--- config.mk ---
export PLATFORM = sky130hd
export DESIGN_NAME = im_loader
export DESIGN_NICKNAME = d
export VERILOG_FILES = /design/src/rtl/sisc_pkg.sv /design/src/rtl/byte_packer.sv /design/src/rtl/im_loader.sv
export SDC_FILE = /design/constraint.sdc
export NUM_CORES = 1
export LEC_CHECK = 0
export ABC_AREA = 1
export ABC_CLOCK_PERIOD_IN_PS = 1500
export CAP_MARGIN = 10
export CELL_PAD_IN_SITES_DETAIL_PLACEMENT = 0
export CELL_PAD_IN_SITES_GLOBAL_PLACEMENT = 2
export CORE_AREA = 10 10 125 127
export CTS_BUF_LIST = sky130_fd_sc_hd__clkbuf_2
export DETAILED_ROUTE_END_ITERATION = 6
export DIE_AREA = 0 0 135 137
export DONT_BUFFER_PORTS = 1
export MAX_ROUTING_LAYER = met4
export PLACE_DENSITY = 0.78
export SLEW_MARGIN = 20
export SYNTH_ARGS = -nofsm -noshare
export SYNTH_HDL_FRONTEND = slang
export SYNTH_SLANG_ARGS = --single-unit
--- constraint.sdc ---
create_clock -name clk -period 1.5 [get_ports clk]
set_input_delay 0.3 -clock clk [delete_from_list [all_inputs] [get_ports clk]]
set_output_delay 0.3 -clock clk [all_outputs]
set_load 0.01 [all_outputs]
--- src/rtl/sisc_pkg.sv ---
// Shared SISC definitions: instruction/address widths and the loader FSM states.
// Used by the program loader; pc, im and ir size themselves from the same widths.
// No logic, constants and types only.
package sisc_pkg;

  localparam int ADDR_W  = 16;
  localparam int INSTR_W = 32;

  typedef enum logic [1:0] {
    IDLE   = 2'd0,
    RECV   = 2'd1,
    WRITE  = 2'd2,
    FINISH = 2'd3
  } loader_state_t;

endpackage

--- src/rtl/byte_packer.sv ---
// Byte packer: shifts stream bytes into a 32-bit word, first byte ends up in [31:24].
// Latency: word/last_byte reflect a shifted byte on the cycle after shift_en.
// Backpressure: none; the caller gates shift_en with its own handshake.
module byte_packer (
  input  logic        clk,
  input  logic        rst_f,
  input  logic        clr,
  input  logic        shift_en,
  input  logic [7:0]  byte_in,
  output logic [31:0] word,
  output logic        last_byte
);

  logic [31:0] r_word;
  logic [1:0]  r_cnt;

  // Shift register and byte position; clr discards any partial word at load start.
  always_ff @(posedge clk) begin
    if (rst_f || clr) begin
      r_word <= '0;
      r_cnt  <= '0;
    end else if (shift_en) begin
      r_word <= {r_word[23:0], byte_in};
      r_cnt  <= r_cnt + 2'd1;
    end
  end

  assign word      = r_word;
  assign last_byte = (r_cnt == 2'd3);

endmodule

--- src/rtl/im_loader.sv ---
// Program loader: packs a byte stream into 32-bit words and writes them to im from address 0.
// Latency: byte 3 accepted at edge M -> im_we high in cycle M+1; len words take 5*len+1 cycles.
// Backpressure: byte_ready is low outside RECV (including every WRITE cycle); stream gaps just stall.
module im_loader #(
  parameter int ADDR_W    = sisc_pkg::ADDR_W,
  parameter int INSTR_W   = sisc_pkg::INSTR_W,
  parameter int MAX_WORDS = 1024
) (
  input  logic               clk,
  input  logic               rst_f,
  input  logic               start,
  input  logic [ADDR_W-1:0]  len,
  input  logic [7:0]         byte_in,
  input  logic               byte_valid,
  output logic               byte_ready,
  output logic [ADDR_W-1:0]  im_wr_addr,
  output logic [INSTR_W-1:0] im_wr_data,
  output logic               im_we,
  output logic               busy,
  output logic               cpu_hold,
  output logic               done,
  output logic               err
);

  // Word counter only needs to reach MAX_WORDS; the address is its zero-extension.
  localparam int CNT_W = $clog2(MAX_WORDS + 1);
  localparam logic [ADDR_W:0] MAX_LEN = (ADDR_W + 1)'(MAX_WORDS);

  sisc_pkg::loader_state_t r_state;

  logic [ADDR_W-1:0]  r_len;
  logic [CNT_W-1:0]   r_word_cnt;
  logic               r_byte_ready;
  logic [ADDR_W-1:0]  r_wr_addr;
  logic [INSTR_W-1:0] r_wr_data;
  logic               r_we;
  logic               r_busy;
  logic               r_done;
  logic               r_err;

  logic               w_len_ok;
  logic               w_start_ok;
  logic               w_accept;
  logic [CNT_W-1:0]   w_cnt_next;
  logic               w_last_word;
  logic [31:0]        w_word;
  logic               w_last_byte;

  assign w_len_ok    = (len != '0) && ({1'b0, len} <= MAX_LEN);
  assign w_start_ok  = (r_state == sisc_pkg::IDLE) && start && w_len_ok;
  assign w_accept    = byte_valid && r_byte_ready;
  assign w_cnt_next  = r_word_cnt + CNT_W'(1);
  assign w_last_word = (ADDR_W'(w_cnt_next) == r_len);

  byte_packer u_packer (
    .clk       (clk),
    .rst_f     (rst_f),
    .clr       (w_start_ok),
    .shift_en  (w_accept),
    .byte_in   (byte_in),
    .word      (w_word),
    .last_byte (w_last_byte)
  );

  // Loader FSM; all outputs are registered and updated on the state transitions.
  always_ff @(posedge clk) begin
    if (rst_f) begin
      r_state      <= sisc_pkg::IDLE;
      r_len        <= '0;
      r_word_cnt   <= '0;
      r_byte_ready <= 1'b0;
      r_wr_addr    <= '0;
      r_wr_data    <= '0;
      r_we         <= 1'b0;
      r_busy       <= 1'b0;
      r_done       <= 1'b0;
      r_err        <= 1'b0;
    end else begin
      r_we   <= 1'b0;
      r_done <= 1'b0;
      case (r_state)
        sisc_pkg::IDLE: begin
          if (start) begin
            if (w_len_ok) begin
              r_len        <= len;
              r_word_cnt   <= '0;
              r_err        <= 1'b0;
              r_busy       <= 1'b1;
              r_byte_ready <= 1'b1;
              r_state      <= sisc_pkg::RECV;
            end else begin
              r_err <= 1'b1;
            end
          end
        end
        sisc_pkg::RECV: begin
          // The packer still holds bytes 0..2, so the final byte is merged here directly.
          if (w_accept && w_last_byte) begin
            r_byte_ready <= 1'b0;
            r_we         <= 1'b1;
            r_wr_addr    <= ADDR_W'(r_word_cnt);
            r_wr_data    <= INSTR_W'({w_word[23:0], byte_in});
            r_state      <= sisc_pkg::WRITE;
          end
        end
        sisc_pkg::WRITE: begin
          r_word_cnt <= w_cnt_next;
          if (w_last_word) begin
            r_done  <= 1'b1;
            r_state <= sisc_pkg::FINISH;
          end else begin
            r_byte_ready <= 1'b1;
            r_state      <= sisc_pkg::RECV;
          end
        end
        sisc_pkg::FINISH: begin
          // busy/cpu_hold drop together with done so the CPU fetches a complete program.
          r_busy  <= 1'b0;
          r_state <= sisc_pkg::IDLE;
        end
        default: r_state <= sisc_pkg::IDLE;
      endcase
    end
  end

  assign byte_ready = r_byte_ready;
  assign im_wr_addr = r_wr_addr;
  assign im_wr_data = r_wr_data;
  assign im_we      = r_we;
  assign busy       = r_busy;
  assign cpu_hold   = r_busy;
  assign done       = r_done;
  assign err        = r_err;

endmodule
==> results summary <==
The worst hold-check path type is input pin to register. The leakage power summed over all cells came out at 2.29 nW. The number of clock buffers added by TritonCTS is 9.

The final weighted congestion of routability-driven global placement came out at 0.807. The remaining number of nets flagged by the antenna check after routing is 0. The post-CTS clock slew at the launch and capture registers of the worst setup and hold paths is 290 ps. The count of different cell masters after synthesis came out at 31. The residual overflow from global routing is 0. The part of the total power dissipated in combinational logic is 5.1%.

The via count of the first global-routing pass is 3,977. Data on the critical path arrives at its endpoint at 2270 ps. In this run the standard cell core region covers 13,100 sq um.

The total instance count after detailed placement is 782. The flow ran to the end, but the final reports show violations. The Yosys step of the flow raised 0 warnings. The reg2reg setup slack came out at -220 ps. The number of hold-slack violations in the final timing report is 20. On the final layout, the worst hold slack is -319 ps. The number of nets in the layout came out at 689. The first routing iteration left 177 violations. The number of iterations in the first detailed-routing pass came out at 4. Sequential cells account for 64.9% of the total power. Net switching is 26.9% of the power. The later pin in the worst-skew pair is clocked with a latency of 630 ps. The per-cell via count in the routed design came out at 4.82. Power spread over the standard cell area amounts to 764 nW/um^2. The width of the die is 135 microns. The HPWL after detailed placement came out at 8.55 mm. The initial antenna violation count came out at 1.

Sequential elements use 48.2% of the synthesized area. The pin count of the biggest net entering global routing is 39. STA classifies the critical path startpoint as a register. The synthesized area divided by synthesized cell count came out at 7.26 sq um. Ranked by total cell area, the synthesized netlist is headed by dfxtp_1 (48%), nor2_1 (10%), nand2_1 (8.7%). The clock drives 103 sinks. The final routed DRC violation total is 0. STA classifies the critical path endpoint as a register. The smallest setup slack after layout came out at -216 ps.

The number of max-cap violations came out at 0. The clock network burns 30.0% of the power. The clock tree root driver cell is clkbuf_2. The top-level I/O count is 82. The y dimension of the die is 137 microns. The routed design has 13.4 mm of wire.

The worst-case IR drop observed on VDD is 573 uV. The setup path with the least slack is of type register to register. The floorplan die area came out at 18,500 sq um.

The top cell type by area accounts for 48.2% of the synthesized area. The gate count after technology mapping is 589. The total vias in the final route is 4,054. The final worst clock skew came out at 19.2 ps. The final reports fail on hold timing, setup timing.

The first global-routing pass estimated 20.3 mm of wire. Setup violations remaining at the end of the flow were counted as 5. The total number of placement rows came out at 42. Setup repair after global routing could not meet its margin everywhere. In the layout the commonest cells are nor2_1 (108), nand2_1 (93), dfxtp_1 (80). In this run the worst path has a maximum fanout of 4. In this run the power spent charging and discharging nets is 1.14 mW.

The starting density of the core is 32.7%. The number of register bits inferred by synthesis is 103. Relative to the synthesized area, the layout overhead comes to 30.1%.

Data on the critical path is required at its endpoint by 2050 ps. The maximum clock path buffer count came out at 2. The max-slew violation count came to 0. Cell internal power was estimated by the tool at 3.10 mW. The maximum clock rate came out at 0.583 GHz. The CTS H-tree depth is 3. The part of the cycle the worst path needs is 114%. Global routing used 14.2% of the available tracks across all layers. TritonCTS built the clock tree.

dfxtp_1 takes more of the synthesized area than any other cell. Power comes to 4.25 mW. The post-route minimum period is 1720 ps. The count of placed standard cells in the final layout, fillers left out came out at 841. In the final layout, the share of cells above drive strength 1 is 24.1%.

The count of input and output buffers came out at 0. In the final routed layout, each cell accounts on average for 15.9 microns. Leaving out fill and tap cells, the most frequent cell in the layout is nor2_1. The post-synthesis instance area is 4280 sq um.
-- critical path, cell delays in order (launching register included) --
cell      delay (ps)
dfxtp_4          440
buf_4            130
inv_2             60
nor2_4           160
nand4_1          130
nand2_1          110
nand2_1           60
nand2_2           80
nand4_1          190
o21bai_1         190
a21oi_1           80
-- power groups by stage --
stage	registers, mW	clock network [mW]	logic (mW)
2_1_floorplan	2.81	0	0.108
3_3_place_gp	2.81	0	0.129
3_5_place_dp	2.81	0	0.129
4_1_cts	2.77	1.34	0.182
5_1_grt	2.76	1.44	0.237
6_report	2.76	1.28	0.215
-- cells in the mapped netlist, drive strengths merged --
library cell	instances
nand3b	1
dfxtp	103
buf	16
clkinv	1
nor3	4
a21oi	57
a22oi	1
xor2	1
ha	2
o21ai	58
nand4	3
nand2	102
clkbuf	19
inv	43
nand3	52
nor2	121
conb	1
a32oi	2
o21bai	2
-- layout make-up --
class	instances	area, sq um
Clock inverter	6	50.0
Multi-Input combinational cell	411	2060
Clock buffer	10	50.0
Inverter	44	165
Tap cell	176	220
Timing Repair Buffer	90	921
Sequential cell	103	2100
Antenna cell	1	2.50
Fill cell	1362	7520
-- flip-flops by register name (all words and copies together), names as in the netlist --
name	flops
r_word_cnt	11
byte_ready	1
done	1
im_we	1
err	1
busy	1
u_packer.word	24
im_wr_data	32
r_len	16
r_state	2
im_wr_addr	11
u_packer.r_cnt	2
-- through the flow --
step,utilization (%),TNS [ps],instance area [sq um],setup slack (ps),hold WS [ps]
2_1_floorplan,-,0,4310,5.47,416
3_3_place_gp,36.3,-7960,4750,-249,370
3_5_place_dp,36.3,-9080,4750,-256,371
4_1_cts,39.6,-717,5180,-196,-375
5_1_grt,42.5,-1930,5560,-380,-395
6_report,42.5,-927,5560,-216,-319
-- path summary, 6_finish.rpt --
check	start	endpoint	cells after the start
worst max register to register	r_word_cnt[0]	byte_ready	10
worst min-delay path	rst_f	r_state[0]	1
worst max-delay path	r_word_cnt[0]	byte_ready	10
worst min register to register	r_len[15]	r_len[15]	2
-- cell families after synthesis --
logic type      synth area share, %
compound gates                 14.5
fa+ha+maj                     0.585
xor+xnor                      0.205
simple gates                   28.2
flops                          48.2
other cells                  0.0877
buf+inv                        8.22
-- what timing repair did --
item                                    4_1_cts  5_1_grt
gates resized for setup                      29       79
cloned                                        0        7
buffers inserted                              5        7
hold buffers                                 21        2
hold endpoints to repair                     66       46
pin swaps                                     7       22
endpoints found under the setup margin       80      111
-- routing by layer --
metal,track usage [%],share of wire (%),vias up
met3,4.62,6.4,17
li1,-,-,2051
met2,24.0,51,86
met4,4.78,1.8,0
met1,15.4,41,1900
met5,-,0,-
(Power assumes the default switching activity.)
